## src/rtl/elevator_pkg.sv

```systemverilog
// rtl/elevator_pkg.sv - shared floor sizing and state encodings for the elevator blocks
// Purpose: default floor count/width, dwell length, scheduler FSM states and
//          the car FSM's IDLE/MOVING encoding shared with elevator_state_machine.
// Ports:   none (package).
package elevator_pkg;

  localparam int NUM_FLOORS   = 10;
  localparam int FLOOR_W      = 4;
  localparam int DWELL_CYCLES = 8;

  typedef enum logic [1:0] {
    S_IDLE       = 2'd0,
    S_SERVE_UP   = 2'd1,
    S_SERVE_DOWN = 2'd2,
    S_DOOR       = 2'd3
  } sched_state_t;

  typedef enum logic {
    IDLE   = 1'b0,
    MOVING = 1'b1
  } car_state_t;

endpackage

```

## src/rtl/elevator_request_scheduler_if.sv

```systemverilog
// rtl/elevator_request_scheduler_if.sv - scheduler <-> car state machine link
// Purpose: carries the car position/idle status to the scheduler and the
//          target floor back to the car.
// Signals: current_floor (car -> sched), car_idle (car -> sched),
//          requested_floor (sched -> car).
// Modports: master = scheduler side, slave = car state machine side.
interface elevator_request_scheduler_if #(
  parameter int FLOOR_W = elevator_pkg::FLOOR_W
);

  logic [FLOOR_W-1:0] current_floor;
  logic               car_idle;
  logic [FLOOR_W-1:0] requested_floor;

  modport master (
    input  current_floor,
    input  car_idle,
    output requested_floor
  );

  modport slave (
    output current_floor,
    output car_idle,
    input  requested_floor
  );

endinterface

```

## src/rtl/call_sync_edge.sv

```systemverilog
// rtl/call_sync_edge.sv - per-button 2-flop synchroniser with rising-edge detect
// Purpose: brings raw asynchronous call buttons into clk and emits a one-cycle
//          pulse per press, so a held button yields a single call.
// Ports:   clk, reset (sync, active-high), btn[WIDTH] raw buttons,
//          rise[WIDTH] one-cycle press pulses.
module call_sync_edge #(
  parameter int WIDTH = elevator_pkg::NUM_FLOORS
) (
  input  logic             clk,
  input  logic             reset,
  input  logic [WIDTH-1:0] btn,
  output logic [WIDTH-1:0] rise
);

  logic [WIDTH-1:0] sync1;
  logic [WIDTH-1:0] sync2;
  logic [WIDTH-1:0] prev;

  always_ff @(posedge clk) begin
    if (reset) begin
      sync1 <= '0;
      sync2 <= '0;
      prev  <= '0;
    end else begin
      sync1 <= btn;
      sync2 <= sync1;
      prev  <= sync2;
    end
  end

  assign rise = sync2 & ~prev;

endmodule

```

## src/rtl/elevator_request_scheduler.sv

```systemverilog
// rtl/elevator_request_scheduler.sv - SCAN call scheduler feeding the car state machine
// Purpose: latches synchronised hall/car calls into a pending bitmap, picks the
//          next target floor with a SCAN sweep, retires a call on arrival and
//          holds the door open for a dwell period.
// Ports:   clk, reset (sync, active-high), btn[NUM_FLOORS] raw call buttons,
//          car (master: current_floor/car_idle in, requested_floor out),
//          pending[NUM_FLOORS] outstanding calls, dir_up sweep direction,
//          door_open high during dwell.
module elevator_request_scheduler #(
  parameter int NUM_FLOORS   = elevator_pkg::NUM_FLOORS,
  parameter int FLOOR_W      = elevator_pkg::FLOOR_W,
  parameter int DWELL_CYCLES = elevator_pkg::DWELL_CYCLES
) (
  input  logic                  clk,
  input  logic                  reset,
  input  logic [NUM_FLOORS-1:0] btn,
  elevator_request_scheduler_if.master car,
  output logic [NUM_FLOORS-1:0] pending,
  output logic                  dir_up,
  output logic                  door_open
);

  import elevator_pkg::*;

  localparam int CNT_W = $clog2(DWELL_CYCLES + 1);
  localparam logic [CNT_W-1:0] DWELL_LAST = CNT_W'(DWELL_CYCLES - 1);

  sched_state_t state;
  sched_state_t state_next;

  logic [FLOOR_W-1:0]    req_q;
  logic [FLOOR_W-1:0]    req_next;
  logic                  dir_next;
  logic [CNT_W-1:0]      dwell_cnt;
  logic [CNT_W-1:0]      dwell_next;
  logic [NUM_FLOORS-1:0] rise;
  logic [NUM_FLOORS-1:0] set_mask;
  logic [NUM_FLOORS-1:0] clr_mask;
  logic [NUM_FLOORS-1:0] pending_next;
  logic [NUM_FLOORS-1:0] cur_bit;
  logic [FLOOR_W-1:0]    cur;
  logic                  in_range;
  logic                  at_target;

  // Search results are {found, floor}.
  logic [FLOOR_W:0] up_any;
  logic [FLOOR_W:0] dn_any;
  logic [FLOOR_W:0] up_scan;
  logic [FLOOR_W:0] dn_scan;
  logic [FLOOR_W:0] ahead;
  logic [FLOOR_W:0] behind;

  call_sync_edge #(.WIDTH(NUM_FLOORS)) u_sync (
    .clk   (clk),
    .reset (reset),
    .btn   (btn),
    .rise  (rise)
  );

  // Lowest pending floor above 'from' (or equal to it when incl is set).
  // Scanning downwards lets the last hit be the lowest one.
  function automatic logic [FLOOR_W:0] find_above(
    input logic [NUM_FLOORS-1:0] calls,
    input logic [FLOOR_W-1:0]    from,
    input logic                  incl
  );
    logic [FLOOR_W:0] r;
    r = '0;
    for (int i = NUM_FLOORS - 1; i >= 0; i--) begin
      if (calls[i] && ((FLOOR_W'(i) > from) || (incl && (FLOOR_W'(i) == from)))) begin
        r = {1'b1, FLOOR_W'(i)};
      end
    end
    return r;
  endfunction

  // Highest pending floor below 'from' (or equal to it when incl is set).
  function automatic logic [FLOOR_W:0] find_below(
    input logic [NUM_FLOORS-1:0] calls,
    input logic [FLOOR_W-1:0]    from,
    input logic                  incl
  );
    logic [FLOOR_W:0] r;
    r = '0;
    for (int i = 0; i < NUM_FLOORS; i++) begin
      if (calls[i] && ((FLOOR_W'(i) < from) || (incl && (FLOOR_W'(i) == from)))) begin
        r = {1'b1, FLOOR_W'(i)};
      end
    end
    return r;
  endfunction

  assign cur       = car.current_floor;
  assign in_range  = ({1'b0, cur} < (FLOOR_W + 1)'(NUM_FLOORS));
  assign cur_bit   = in_range ? (NUM_FLOORS'(1) << cur) : '0;
  assign at_target = car.car_idle && (cur == req_q);

  assign up_any  = find_above(pending, cur, 1'b0);
  assign dn_any  = find_below(pending, cur, 1'b0);
  // While serving, a call at the floor the car is standing on counts as
  // "ahead" so a stopped car picks it up before moving on.
  assign up_scan = find_above(pending, cur, car.car_idle);
  assign dn_scan = find_below(pending, cur, car.car_idle);
  assign ahead   = dir_up ? up_any : dn_any;
  assign behind  = dir_up ? dn_any : up_any;

  always_comb begin
    state_next = state;
    req_next   = cur;
    dir_next   = dir_up;
    dwell_next = '0;
    clr_mask   = '0;

    if (!in_range) begin
      state_next = S_IDLE;
      req_next   = '0;
    end else begin
      case (state)
        S_IDLE: begin
          if (|(pending & cur_bit)) begin
            clr_mask   = cur_bit;
            state_next = S_DOOR;
          end else if (up_any[FLOOR_W]) begin
            state_next = S_SERVE_UP;
            dir_next   = 1'b1;
            req_next   = up_any[FLOOR_W-1:0];
          end else if (dn_any[FLOOR_W]) begin
            state_next = S_SERVE_DOWN;
            dir_next   = 1'b0;
            req_next   = dn_any[FLOOR_W-1:0];
          end
        end

        S_SERVE_UP: begin
          if (at_target) begin
            clr_mask   = cur_bit;
            state_next = S_DOOR;
            dir_next   = 1'b1;
          end else if (up_scan[FLOOR_W]) begin
            req_next = up_scan[FLOOR_W-1:0];
          end else if (dn_any[FLOOR_W]) begin
            state_next = S_SERVE_DOWN;
            dir_next   = 1'b0;
            req_next   = dn_any[FLOOR_W-1:0];
          end else begin
            state_next = S_IDLE;
          end
        end

        S_SERVE_DOWN: begin
          if (at_target) begin
            clr_mask   = cur_bit;
            state_next = S_DOOR;
            dir_next   = 1'b0;
          end else if (dn_scan[FLOOR_W]) begin
            req_next = dn_scan[FLOOR_W-1:0];
          end else if (up_any[FLOOR_W]) begin
            state_next = S_SERVE_UP;
            dir_next   = 1'b1;
            req_next   = up_any[FLOOR_W-1:0];
          end else begin
            state_next = S_IDLE;
          end
        end

        S_DOOR: begin
          if (|(rise & cur_bit)) begin
            dwell_next = '0;
          end else if (dwell_cnt == DWELL_LAST) begin
            if (ahead[FLOOR_W]) begin
              state_next = dir_up ? S_SERVE_UP : S_SERVE_DOWN;
              req_next   = ahead[FLOOR_W-1:0];
            end else if (behind[FLOOR_W]) begin
              state_next = dir_up ? S_SERVE_DOWN : S_SERVE_UP;
              dir_next   = ~dir_up;
              req_next   = behind[FLOOR_W-1:0];
            end else begin
              state_next = S_IDLE;
            end
          end else begin
            dwell_next = dwell_cnt + 1'b1;
          end
        end

        default: begin
          state_next = S_IDLE;
        end
      endcase
    end
  end

  // Presses at the floor whose door is open are absorbed; a clear beats a
  // simultaneous set on the same floor.
  assign set_mask     = rise & ~((state == S_DOOR) ? cur_bit : '0);
  assign pending_next = (pending | set_mask) & ~clr_mask;

  always_ff @(posedge clk) begin
    if (reset) begin
      state     <= S_IDLE;
      req_q     <= '0;
      pending   <= '0;
      dir_up    <= 1'b1;
      door_open <= 1'b0;
      dwell_cnt <= '0;
    end else begin
      state     <= state_next;
      req_q     <= req_next;
      pending   <= pending_next;
      dir_up    <= dir_next;
      door_open <= (state_next == S_DOOR);
      dwell_cnt <= dwell_next;
    end
  end

  assign car.requested_floor = req_q;

endmodule

```

## src/flat_wrapper.sv

```systemverilog
// flat-port wrapper written by rule: the top's interface ports become plain ports
module elevator_request_scheduler_flat import elevator_pkg::*;
#(
  parameter int NUM_FLOORS   = elevator_pkg::NUM_FLOORS,
  parameter int FLOOR_W      = elevator_pkg::FLOOR_W,
  parameter int DWELL_CYCLES = elevator_pkg::DWELL_CYCLES
)
  (clk, reset, btn, pending, dir_up, door_open, car_current_floor, car_car_idle, car_requested_floor);
  elevator_request_scheduler_if #(.FLOOR_W(FLOOR_W)) car_i ();
  input  logic clk;
  input  logic reset;
  input  logic [NUM_FLOORS-1:0] btn;
  output logic [NUM_FLOORS-1:0] pending;
  output logic dir_up;
  output logic door_open;
  input wire logic [$bits(car_i.current_floor)-1:0] car_current_floor;
  input wire logic [$bits(car_i.car_idle)-1:0] car_car_idle;
  output wire logic [$bits(car_i.requested_floor)-1:0] car_requested_floor;
  assign car_i.current_floor = car_current_floor;
  assign car_i.car_idle = car_car_idle;
  assign car_requested_floor = car_i.requested_floor;
  elevator_request_scheduler #(.NUM_FLOORS(NUM_FLOORS), .FLOOR_W(FLOOR_W), .DWELL_CYCLES(DWELL_CYCLES)) u_core (.clk(clk), .reset(reset), .btn(btn), .car(car_i), .pending(pending), .dir_up(dir_up), .door_open(door_open));
endmodule
```

## config.mk

```make
export PLATFORM = sky130hd
export DESIGN_NAME = elevator_request_scheduler_flat
export DESIGN_NICKNAME = d
export VERILOG_FILES = /design/src/rtl/elevator_pkg.sv /design/src/rtl/elevator_request_scheduler_if.sv /design/src/rtl/call_sync_edge.sv /design/src/rtl/elevator_request_scheduler.sv /design/src/flat_wrapper.sv
export SDC_FILE = /design/constraint.sdc
export NUM_CORES = 1
export LEC_CHECK = 0
export BUFFER_PORTS_ARGS = -buffer_cell sky130_fd_sc_hd__buf_2
export CAP_MARGIN = 0
export CELL_PAD_IN_SITES_DETAIL_PLACEMENT = 0
export CELL_PAD_IN_SITES_GLOBAL_PLACEMENT = 1
export CORE_ASPECT_RATIO = 0.75
export CORE_MARGIN = 1
export CORE_UTILIZATION = 24
export CTS_CLUSTER_DIAMETER = 120
export CTS_CLUSTER_SIZE = 24
export DETAILED_ROUTE_END_ITERATION = 8
export PLACE_DENSITY = 0.52
export SYNTH_ARGS = -nofsm -noshare
export SYNTH_HDL_FRONTEND = slang
export SYNTH_SLANG_ARGS = --single-unit
```

## constraint.sdc

```tcl
create_clock -name clk -period 2.7 [get_ports clk]
set_input_delay 0.81 -clock clk [delete_from_list [all_inputs] [get_ports clk]]
set_output_delay 0.81 -clock clk [all_outputs]
set_load 0.02 [all_outputs]
```

======== Word level (Yosys, flattened, before mapping) ========
Index checks and enable logic that the tools add are counted.
cells by class
  $add $sub $neg .......................... 1
  magnitude comparators ................... 21
  equality and inequality tests ........... 23
  shift operators ......................... 1
  muxes and demuxes ....................... 91
  bitwise logic cells ..................... 12
  reductions and logical operators ........ 79
operators by type and width
  operator                count
  $mux W5                 42
  $logic_and A1 B1 Y1     51
  $and A10 B10 Y10        5
  $mux W10                5
  $mux W4                 12
  $mux W2                 15
  $not A10 Y10            3
  $logic_or A1 B1 Y1      20
  $pmux W10 S2            1
  $reduce_or A10 Y1       2
  $eq A3 B4 Y1 const A    4
  $gt A3 B4 Y1 const A    4
  $lt A3 B4 Y1 const A    4
  $pmux W4 S4             1
  $reduce_or A14 Y1       1
  $mux W1                 13
  $or A10 B10 Y10         1
  $shl A1 B4 Y10 const A  1
  $reduce_and A9 Y1       1
  $eq A2 B4 Y1 const A    2
  $eq A4 B4 Y1 const A    2
  $gt A1 B4 Y1 const A    2
  $gt A2 B4 Y1 const A    2
  $gt A4 B4 Y1 const A    2
  20 further kinds        32
word-level totals
  register bits after elaboration ......... 52
  bits of input ports ..................... 17
  output and inout bits ................... 16
  logic and storage cells ................. 237

======== Logic depth before layout (Yosys ltp) ========
Gate-level depths: netlist (run 1).
  depth in word-level cells ............... 20
  gate-level depth with buffers ........... 12
  depth with buffers taken out ............ 8

======== Hierarchy ========
Synthesis (run 1) repeated with hierarchy kept, for this count alone.
second synthesis, totals
  cell total of the unflattened synthesis .. 518
  area, all modules ....................... 4025.1 um^2
by module, submodules not included
  module                      instances  cells each  area each (um^2)  seq. area each (um^2)
  elevator_request_scheduler  1          445         3080.5            440.4
  call_sync_edge              1          73          944.7             600.6

======== Worst setup path after synthesis (run 1) ========
OpenSTA, ideal clock, no wires.
  path kind ............................... input to register
  from .................................... in car_current_floor[0]
  to ...................................... reg u_core.req_q[0], in the netlist u_core.car.requested_floor[0]
  library setup time ...................... 0.138 ns
  arrival ................................. 2.645 ns
  data required time ...................... 2.562 ns
  setup slack ............................. -0.083 ns
  stages .................................. 10
  buffers on the path ..................... 3
  cells stage by stage .................... buf_2 buf_6 buf_2 maj3_1 o22ai_1 nand4b_4 a21oi_1 a221oi_1 a2111oi_0 a31oi_1
on the way
  cells in the longest elaborated chain, start to end .. 18
  elaborated cells on any way between the ends .. 166
  those cells by class .................... order compare (21); eq/ne (10); shift (1); mux (56); bitwise (3); reduce/logical (75)
RTL lines
  item                                                 line                                                                RTL
  from (decl)                                          flat_wrapper.sv:16                                                  input wire logic [$bits(car_i.current_floor)-1:0] car_current_floor;
  $gt A4 B4 Y1 / $lt A1 B4 Y1 (equally long branches)  elevator_request_scheduler.sv:70, elevator_request_scheduler.sv:86
  $logic_and A1 B1 Y1 (on tied branches)               elevator_request_scheduler.sv:70, elevator_request_scheduler.sv:86
  $mux W5 (on tied branches) (10 in a row)             elevator_request_scheduler.sv:70, elevator_request_scheduler.sv:86
  $mux W5                                              elevator_request_scheduler.sv:105                                   assign behind = dir_up ? dn_any : up_any;
  $mux W4                                              elevator_request_scheduler.sv:173                                   end else if (behind[FLOOR_W]) begin
  $mux W4                                              elevator_request_scheduler.sv:170                                   if (ahead[FLOOR_W]) begin
  $mux W4                                              elevator_request_scheduler.sv:169                                   end else if (dwell_cnt == DWELL_LAST) begin
  $mux W4                                              elevator_request_scheduler.sv:167                                   if (|(rise & cur_bit)) begin
  $pmux W4 S4                                          elevator_request_scheduler.sv:118                                   case (state)
  to (signal assigned)                                 elevator_request_scheduler.sv:207                                   req_q <= req_next;
  to (decl)                                            elevator_request_scheduler.sv:31                                    logic [FLOOR_W-1:0] req_q;
Several ways; a longest one is shown, not always the timed one.
A chain may end at the register's enable or synchronous reset.

======== Final worst setup path (run 1) ========
  from .................................... in car_current_floor[2]
  to ...................................... reg u_core.state[1]
on the way
  cells in the longest elaborated chain, start to end .. 19
  elaborated cells on any way between the ends .. 165
  those cells by class .................... order compare (21); eq/ne (10); shift (1); mux (57); bitwise (2); reduce/logical (74)
RTL lines
  item                                                 line                                                                RTL
  $gt A4 B4 Y1 / $lt A1 B4 Y1 (equally long branches)  elevator_request_scheduler.sv:70, elevator_request_scheduler.sv:86
  $logic_and A1 B1 Y1 (on tied branches)               elevator_request_scheduler.sv:70, elevator_request_scheduler.sv:86
  $mux W5 (on tied branches) (10 in a row)             elevator_request_scheduler.sv:70, elevator_request_scheduler.sv:86
  $mux W5                                              elevator_request_scheduler.sv:105
  $mux W2                                              elevator_request_scheduler.sv:173
  $mux W2                                              elevator_request_scheduler.sv:170
  $mux W2                                              elevator_request_scheduler.sv:169
  $mux W2                                              elevator_request_scheduler.sv:167
  $pmux W2 S4                                          elevator_request_scheduler.sv:118
  $mux W2 *                                            elevator_request_scheduler.sv:114                                   if (!in_range) begin
  to (signal assigned)                                 elevator_request_scheduler.sv:206                                   state <= state_next;
  to (decl)                                            elevator_request_scheduler.sv:28                                    sched_state_t state;
Every way passes the cells marked *; elsewhere a longest branch is shown, timed or not.

==> impl_metrics.yaml, run 1 <==
logic_synthesis:
  synth_edf_count: 0
  ys_warn_count: 0
  ys.flop_type: "dfxtp_1"
  synth.distinct_cells: 78
  synth.net_count: 535
  synthArstFlopShare: 0
  synth.yosys.seq_area_share: 0.265
  synthesis.area_sq_um: 3930
  synth_area_per_cell_sq_um: 7.67
  ys_seq_elements: 52
  synthCells: 513
floorplanning:
  dieArea_sq_um: 16900
  core_sq_um: 16000
  std_cell_rows: 40
  start_util: 0.246
  ioPinCount: 33
  dieHeight_um: 113
  die_w_um: 150
setup_path:
  worstReg2RegStart: "u_core.pending[4]$_SDFF_PP0_"
  startpoint: "car_current_floor[2]"
  critical_path_required_ps: 2900
  criticalPathCategory: "in -> reg"
  worstPathArrival_ps: 2980
  path_max_fanout: 6
  cp-end-kind: "flop"
  startpoint_type: "primary input"
global_route:
  antenna_found_initial: 0
  track_usage: 0.214
  grt_pass1_wl_um: 27300
  grt_pass1_vias: 4699
  grt_max_degree: 42
  grt-ovfl-total: 0
timing:
  timing.fmax_ghz: 0.360
  worst_slack_ps: -79.3
  clock_skew_ps: 13.4
  worst_pin_slew_ps: 627
  slew_violations: 0
  grt_setup_unrepaired: "yes"
  setup-tns-final_ps: -201
  relSlewSlack: 0.582
  period_needed_ps: 2780
  hold_violations: 0
  fin_crit_sh: 1.03
  finalSetupViolCount: 4
pwr:
  p_total_w: 0.00276
  ir_drop_mv: 0.296
  p_leak_nw: 2.55
  powerDensity_nw_per_um2: 440
final_layout:
  drive_above_1_share: 0.438
  num-nets-final: 701
  diodes: 0
  nFillCells: 1644
  fin_util: 0.392
  area_delta_synth_final_pct: 59.6
worst_hold_path:
  hold_start: "u_core.u_sync.sync1[5]$_SDFF_PP0_"
  hp-class: "reg -> reg"
detailed_routing:
  drcViolationCount: 0
  first_pass_iters: 5
  postRouteAntennaNets: 0
  vias: 4860
  wl_per_cell_um: 20.2
  first_iter_violations: 378
  viasPerCell: 5.46
  wl_um: 17900
cts:
  cts.sinks: 52
  cts.clk_slew.worst_paths_ps: 70
  cts_tree: "done"
  cts_max_level: 2
  cts-root-buf: "clkbuf_16"
  clock_path_buffers: 2
  insertion_delay_ps: 310
  ctsHoldBuffers: 0
  cts_buffers: 5
status:
  status: "finished, violations left"
  violations: "setup timing"
placed_design:
  dp_hpwl_um: 12800
  io_buffers: 32
  gp_congestion: 0.924
flow_run:
  cap_violations: 0
## stage by stage
step                worst slack [ps]  instances  instance area (sq um)  hold slack (ps)
floorplan                      -49.0        513                   3950              414
detailed placement              -608        845                   5190              423
global placement                -640        845                   5190              417
CTS                            -89.0        876                   5850              440
finish                         -79.3        890                   6280              438
global route                    -144        890                   6280              457
## kinds of logic after synthesis
| family | count (synthesis) | synth area share |
|---|---|---|
| AOI/OAI and AO/OA | 195 | 0.348 |
| xor gates and xnor gates | 6 | 0.0134 |
| adders and majority gates | 7 | 0.0210 |
| buffers and inverters | 72 | 0.0922 |
| DFF | 52 | 0.265 |
| muxes | 4 | 0.0102 |
| and+or+nand+nor | 177 | 0.250 |
## worst paths after layout
check                                            to  slack (ps)  cells after the start
hold reg to reg   u_core.u_sync.sync2[5]$_SDFF_PP0_         440                      1
hold / removal    u_core.u_sync.sync2[5]$_SDFF_PP0_         440                      1
setup / recovery         u_core.state[1]$_SDFF_PP0_         -80                     12
setup reg to reg        u_core.door_open$_SDFF_PP0_         120                      9
## Yosys cell counts (4+ instances only)
library cell	n	area, sq um
a221oi_1	7	61.3
nand2_1	35	131
o221ai_1	4	35.0
a21o_1	5	37.5
nor3_1	6	30.0
and3_1	5	31.3
or3_1	4	25.0
a21boi_0	4	30.0
buf_6	8	90.1
o31ai_1	4	30.0
nor2_1	30	113
buf_4	4	30.0
nand3b_1	4	30.0
clkbuf_1	22	82.6
a21oi_1	34	170
a31oi_1	18	113
o21ai_0	38	190
and2_1	4	25.0
xor2_1	4	35.0
o21ai_1	4	20.0
nand3_1	24	120
o211ai_1	9	67.6
a311oi_1	6	52.6
inv_1	21	78.8
mux2i_1	4	40.0
nor2b_1	40	250
a211oi_1	8	60.1
nor3b_1	6	45.0
ha_1	5	62.6
dfxtp_1	52	1040
buf_2	14	70.1
o22ai_1	6	37.5
o21a_1	4	30.0
## critical path, cell delays in order
cell and delay, ps:
buf_12 110, buf_12 130, buf_8 130, o32ai_4 330, o2111ai_4 190, buf_4 170, buf_4 130, or3_4 370
nand2_1 130, o221ai_1 140, a2bb2oi_2 160, and2_1 170
## per-layer routing
metal  share of wire  vias up  GRT usage
met5               0        -          0
met4           0.024        0     0.0626
met3           0.086       29     0.0544
met2            0.40      209      0.298
met1            0.49     2385      0.318
li1                -     2237          -
## cell type report
cell class                 instances  area (sq um)  area share
clock buffer                       6           129      0.0205
clock inverter                     2          13.8     0.00219
inverter                          21          78.8      0.0126
multi-input combinational        389          2980       0.475
sequential                        52          1040       0.166
tap                              210           263      0.0418
timing repair buffer             210          1770       0.282
## cells in the final DEF, fill, tap and decap left out, types with 9 or more instances in the layout
cell | synthesis | layout
a21oi_1 | 34 | 25
o21ai_0 | 38 | 29
o211ai_1 | 9 | 9
nand3_1 | 24 | 20
nor2_1 | 30 | 27
dfxtp_1 | 52 | 52
a31oi_1 | 18 | 18
a21oi_2 | 1 | 9
o21ai_1 | 4 | 10
nand2_1 | 35 | 31
nor2b_1 | 40 | 39
buf_4 | 4 | 155
buf_2 | 14 | 28
buf_6 | 8 | 10
inv_1 | 21 | 21
## sequential cells by signal, summed over array words and instances (netlist names)
name and cells:
u_core.dir_up 1, u_core.u_sync.sync2 10, u_core.pending 10, u_core.u_sync.sync1 10
u_core.car.requested_floor 4, u_core.dwell_cnt 4, u_core.u_sync.prev 10, u_core.door_open 1
u_core.state 2
## timing repair
item | 4_1_cts | 5_1_grt
gates resized for setup | 62 | 69
gates cloned | 3 | 1
buffers inserted | 22 | 13
endpoints found under the hold margin | 0 | 0
endpoints found under the setup margin | 14 | 18
pin swaps | 27 | 44
## power by group
group / switching, W / leakage [nW] / total, W / internal (W)
registers: 0.0000665 / 0.427 / 0.000880 / 0.000813
logic: 0.000634 / 2.05 / 0.00121 / 0.000573
clock network: 0.000325 / 0.0712 / 0.000672 / 0.000348
total: 0.00103 / 2.55 / 0.00276 / 0.00173
Power figures use the tool's default switching activity.
==> run 2: changes to the inputs <==
- CORE_ASPECT_RATIO: 0.75 -> 0.7
- CTS_BUF_LIST: default -> sky130_fd_sc_hd__clkbuf_4
==> run 2 against run 1 <==
Effect of this change: the flow still finishes with violations (setup timing); wire length down 7.3%; worst hold slack better by 19 ps; cell area down 13%; via count down 4.5%; largest cell class unchanged.
==> impl_metrics.yaml, run 2 (synthesized netlist as in run 1, its figures left out) <==
timing:
  timing.fmax_ghz: 0.363
  grt_setup_unrepaired: "yes"
  worst_pin_slew_ps: 495
  period_needed_ps: 2750
  clock_skew_ps: 14.2
  slew_violations: 0
  relSlewSlack: 0.662
  finalSetupViolCount: 1
  fin_crit_sh: 1.02
  hold_ws_ps: 457
  hold_violations: 0
  worst_slack_ps: -54.1
pwr:
  p_leak_nw: 2.22
  seq_power_share: 0.384
  swShare: 0.395
  powerDensity_nw_per_um2: 416
  p_int_w: 0.00138
  ir_drop_mv: 0.193
  p_switching_w: 0.000902
  clkPwrFrac: 0.186
  p_total_w: 0.00228
  comb_power_share: 0.430
status:
  status: "finished, violations left"
  violations: "setup timing"
global_route:
  grt-ovfl-total: 0
  grt_max_degree: 41
  grt_pass1_wl_um: 26000
  antenna_found_initial: 0
  grt_pass1_vias: 4436
  track_usage: 0.202
setup_path:
  worstReg2RegStart: "u_core.pending[5]$_SDFF_PP0_"
  ff2ff_setup_slack_ps: 180
  worst_r2r_path_depth: 9
  cp-endpoint: "u_core.car.requested_floor[0]$_SDFF_PP0_"
  criticalPathCategory: "in -> reg"
  worstPathArrival_ps: 3050
  path_max_fanout: 5
  r2r_end: "u_core.door_open$_SDFF_PP0_"
  cp-end-kind: "flop"
  startpoint_type: "primary input"
  startpoint: "car_current_floor[2]"
  critical_path_required_ps: 2990
detailed_routing:
  viasPerCell: 5.31
  first_pass_iters: 5
  wl_um: 16600
  drcViolationCount: 0
  wl_per_cell_um: 19.0
  vias: 4643
  first_iter_violations: 349
  postRouteAntennaNets: 0
floorplanning:
  dieArea_sq_um: 16900
  die_w_um: 155
  start_util: 0.250
  core_sq_um: 15700
  std_cell_rows: 38
  dieHeight_um: 109
  ioPinCount: 33
cts:
  cts.clk_slew.worst_paths_ps: 180
  clock_path_buffers: 2
  ctsHoldBuffers: 0
  cts-root-buf: "clkbuf_4"
  cts_buffers: 5
  cts_tree: "done"
  insertion_delay_ps: 400
  cts.sinks: 52
  cts_max_level: 2
flow_run:
  cap_violations: 0
final_layout:
  diodes: 0
  drive_above_1_share: 0.359
  fin_cells: 875
  fin_util: 0.348
  final_cell_mix: "149 x buf_4, 52 x dfxtp_1, 40 x nor2b_1"
  area_delta_synth_final_pct: 39.4
  final_common_cell: "buf_4"
  num-nets-final: 676
placed_design:
  gp_congestion: 0.930
  io_buffers: 32
  dp.cells: 860
  dp_hpwl_um: 13000
worst_hold_path:
  hp-class: "reg -> reg"
[run 2: changes by cell type in the layout (fill, tap and decap cells not counted), moves of 5 or more]
| cell | change |
|---|---|
| buf_8 | -5 |
| buf_6 | -8 |
| clkbuf_4 | +5 |
| clkbuf_16 | -6 |
| o21ai_0 | +8 |
| o21ai_1 | -6 |
| a21oi_2 | -6 |
| a21oi_1 | +7 |
| buf_4 | -6 |
| buf_12 | -5 |
[run 2: worst min-delay path by stage]
stage / startpoint / to / slack (ps) / depth (start not counted)
2_1_floorplan: u_core.u_sync.sync1[0]$_SDFF_PP0_ / u_core.u_sync.sync2[0]$_SDFF_PP0_ / 410 / 1
3_3_place_gp: u_core.u_sync.sync1[8]$_SDFF_PP0_ / u_core.u_sync.sync2[8]$_SDFF_PP0_ / 420 / 1
3_5_place_dp: u_core.u_sync.sync1[2]$_SDFF_PP0_ / u_core.u_sync.sync2[2]$_SDFF_PP0_ / 420 / 1
4_1_cts: u_core.u_sync.sync1[2]$_SDFF_PP0_ / u_core.u_sync.sync2[2]$_SDFF_PP0_ / 460 / 1
5_1_grt: u_core.u_sync.sync1[5]$_SDFF_PP0_ / u_core.u_sync.sync2[5]$_SDFF_PP0_ / 470 / 1
6_report: u_core.u_sync.sync1[2]$_SDFF_PP0_ / u_core.u_sync.sync2[2]$_SDFF_PP0_ / 460 / 1
[run 2: timing repair]
action,CTS,global route
resized for setup,10,22
buffers inserted,0,6
endpoints found under the hold margin,0,0
setup endpoints to repair,6,11
pin swaps,2,12
cloned,0,1
[run 2: power groups by stage]
| stage | sequential, W | clock, W | combinational [W] |
|---|---|---|---|
| CTS | 0.000875 | 0.000451 | 0.000937 |
| global route | 0.000885 | 0.000480 | 0.00106 |
| global placement | 0.000890 | 0 | 0.000930 |
| detailed placement | 0.000891 | 0 | 0.000924 |
| floorplan | 0.000885 | 0 | 0.000511 |
| finish | 0.000876 | 0.000424 | 0.000980 |
[run 2: final cells by class]
class,instances,area (sq um)
tap,220,275
clock buffer,5,37.5
inverter,21,82.6
fill,1684,10300
multi-input combinational,389,2650
timing repair buffer,185,1360
sequential,52,1040
clock inverter,3,33.8
[run 2: metal layers]
metal | vias up | wire [um] | GRT usage
li1 | 2191 | - | -
met1 | 2239 | 8450 | 0.302
met2 | 199 | 6470 | 0.290
met3 | 14 | 1490 | 0.0489
met4 | 0 | 210 | 0.0368
met5 | - | 0 | 0
[run 2: stage by stage]
stage / TNS (ps) / area, sq um / setup WS, ps
after floorplan: -66.1 / 3950 / -49.0
after global placement: -6730 / 5230 / -579
after detailed placement: -7160 / 5230 / -652
after CTS: 0 / 5340 / 22.1
after global routing: -121 / 5480 / -68.7
final: -54.1 / 5480 / -54.1
[run 2: worst max-delay path: stages]
cell and delay, ps:
buf_4 120, buf_6 120, nor2_1 40, buf_4 160, buf_4 150, buf_4 140
and3_1 180, o31ai_2 240, a2bb2oi_1 100, o21ai_1 220, buf_4 160, a221oi_1 60
a2111oi_1 380, a31oi_1 150
==> run 3: changes to the inputs <==
- CELL_PAD_IN_SITES_DETAIL_PLACEMENT: 0 -> default
- CELL_PAD_IN_SITES_GLOBAL_PLACEMENT: 1 -> default
- CORE_ASPECT_RATIO: 0.7 -> default
- PLACE_DENSITY: 0.52 -> 0.42
- SKIP_LAST_GASP: default -> 1
==> run 3 against run 2 <==
Effect of this change: the flow now finishes without violations; clock skew down 7.6 ps; non-clock buffer count down 22; maximum frequency up 4.2%; sequential share of layout area up 0.53 points; register-to-register slack better by 40 ps; cell area down 2.7%; combinational power down 3.8%; core utilization down 1.4 points; wire length down 6.6%; critical path type unchanged; critical endpoint is now u_core.door_open$_SDFF_PP0_.
==> impl_metrics.yaml, run 3 (synthesized netlist as in run 1, its figures left out) <==
final_layout:
  final_common_cell: "buf_4"
  nFillCells: 1731
  final_cell_mix: "122 x buf_4, 52 x dfxtp_1, 40 x nor2b_1"
  area_delta_synth_final_pct: 35.7
  regArea_sq_um: 1040
  diodes: 0
  multi_input_area_sq_um: 2640
  drive_above_1_share: 0.332
  num-nets-final: 654
pwr:
  ir_drop_mv: 0.183
  p_total_w: 0.00221
  powerDensity_nw_per_um2: 414
  p_leak_nw: 2.12
timing:
  period_needed_ps: 2640
  timing.fmax_ghz: 0.378
  relSlewSlack: 0.627
  slew_violations: 0
  hold_violations: 0
  grt_setup_unrepaired: "yes"
  clock_skew_ps: 6.60
  worst_slack_ps: 57.9
  worst_pin_slew_ps: 559
  finalSetupViolCount: 0
  fin_crit_sh: 0.979
cts:
  clock_path_buffers: 2
  cts.sinks: 52
  cts_tree: "done"
  cts-root-buf: "clkbuf_4"
  cts_buffers: 5
  cts_max_level: 2
  insertion_delay_ps: 390
  cts.clk_slew.worst_paths_ps: 170
flow_run:
  cap_violations: 0
detailed_routing:
  vias: 4503
  drcViolationCount: 0
  wl_um: 15500
  first_iter_violations: 453
  first_pass_iters: 5
  viasPerCell: 5.30
  postRouteAntennaNets: 0
  wl_per_cell_um: 18.3
floorplanning:
  ioPinCount: 33
  core_sq_um: 15900
  dieArea_sq_um: 16900
  start_util: 0.247
  std_cell_rows: 46
  dieHeight_um: 130
  die_w_um: 130
setup_path:
  path_max_fanout: 9
  r2r_end: "u_core.door_open$_SDFF_PP0_"
  cp-endpoint: "u_core.door_open$_SDFF_PP0_"
  cp-end-kind: "flop"
  worstReg2RegStart: "u_core.pending[5]$_SDFF_PP0_"
  ff2ff_setup_slack_ps: 220
  startpoint: "car_current_floor[0]"
  startpoint_type: "primary input"
  worstPathArrival_ps: 2950
  worst_r2r_path_depth: 10
  critical_path_required_ps: 3000
  criticalPathCategory: "in -> reg"
global_route:
  grtUsageMet2: 0.302
  grt_use_met3: 0.0234
  met1_usage: 0.258
  grt_max_degree: 43
  busiest_layer: "met2"
  grt_pass1_vias: 4278
  grt-ovfl-total: 0
  antenna_found_initial: 0
  track_usage: 0.190
  grt_pass1_wl_um: 24500
placed_design:
  gp_congestion: 0.930
  io_buffers: 32
  dpl_worst_slack_ps: -576
  dp_hpwl_um: 12000
worst_hold_path:
  hp-class: "reg -> reg"
  hold_start: "u_core.u_sync.sync1[6]$_SDFF_PP0_"
status:
  status: "finished, final reports clean"
-- run 3: final cells by class --
type	instances	share of cell area
timing repair buffer	163	0.231
multi-input combinational	389	0.495
clock inverter	3	0.00633
tap	216	0.0506
sequential	52	0.195
clock buffer	5	0.00703
inverter	21	0.0148
-- run 3: metal layers --
layer	part of all wire	wire length (um)	vias to the layer above
met5	0	0	-
met4	0.031	480	0
met3	0.057	883	39
met2	0.45	7000	183
met1	0.46	7160	2131
li1	-	-	2150
-- run 3: worst min path at each step --
stage	to	slack, ps	depth (start not counted)
2_1_floorplan	u_core.u_sync.sync2[0]$_SDFF_PP0_	410	1
3_3_place_gp	u_core.u_sync.sync2[6]$_SDFF_PP0_	420	1
3_5_place_dp	u_core.u_sync.sync2[6]$_SDFF_PP0_	420	1
4_1_cts	u_core.u_sync.sync2[6]$_SDFF_PP0_	460	1
5_1_grt	u_core.u_sync.sync2[6]$_SDFF_PP0_	460	1
6_report	u_core.u_sync.sync2[6]$_SDFF_PP0_	460	1
-- run 3: worst max-delay path: stages --
cell and delay, ps:
buf_2 140, buf_12 140, buf_4 130, a31oi_1 160, a32oi_1 90, o31ai_1 220
buf_4 170, nand2_1 110, a2111oi_1 570, buf_4 210, a211oi_2 30, and2_1 160
-- run 3: power breakdown --
part | internal, W | switching [W] | leakage (nW) | total [W]
clock network | 0.000115 | 0.000283 | 0.0385 | 0.000398
registers | 0.000814 | 0.0000536 | 0.427 | 0.000868
logic | 0.000424 | 0.000519 | 1.66 | 0.000943
-- run 3: per-stage QoR --
| stage | hold slack (ps) | instance area, sq um | instances | TNS (ps) | utilization |
|---|---|---|---|---|---|
| CTS | 458 | 5210 | 845 | 0 | 0.327 |
| detailed placement | 420 | 5110 | 836 | -6390 | 0.321 |
| floorplan | 414 | 3950 | 513 | -66.1 | - |
| finish | 457 | 5340 | 849 | 0 | 0.335 |
| global route | 464 | 5340 | 849 | -193 | 0.335 |
| global placement | 421 | 5110 | 836 | -5280 | 0.321 |
-- run 3: timing repair --
action | in CTS | in global routing
pin swaps | 0 | 5
endpoints found under the setup margin | 5 | 13
resized for setup | 6 | 25
hold buffers | 0 | 0
hold endpoints to repair | 0 | 0
buffers inserted | 1 | 4
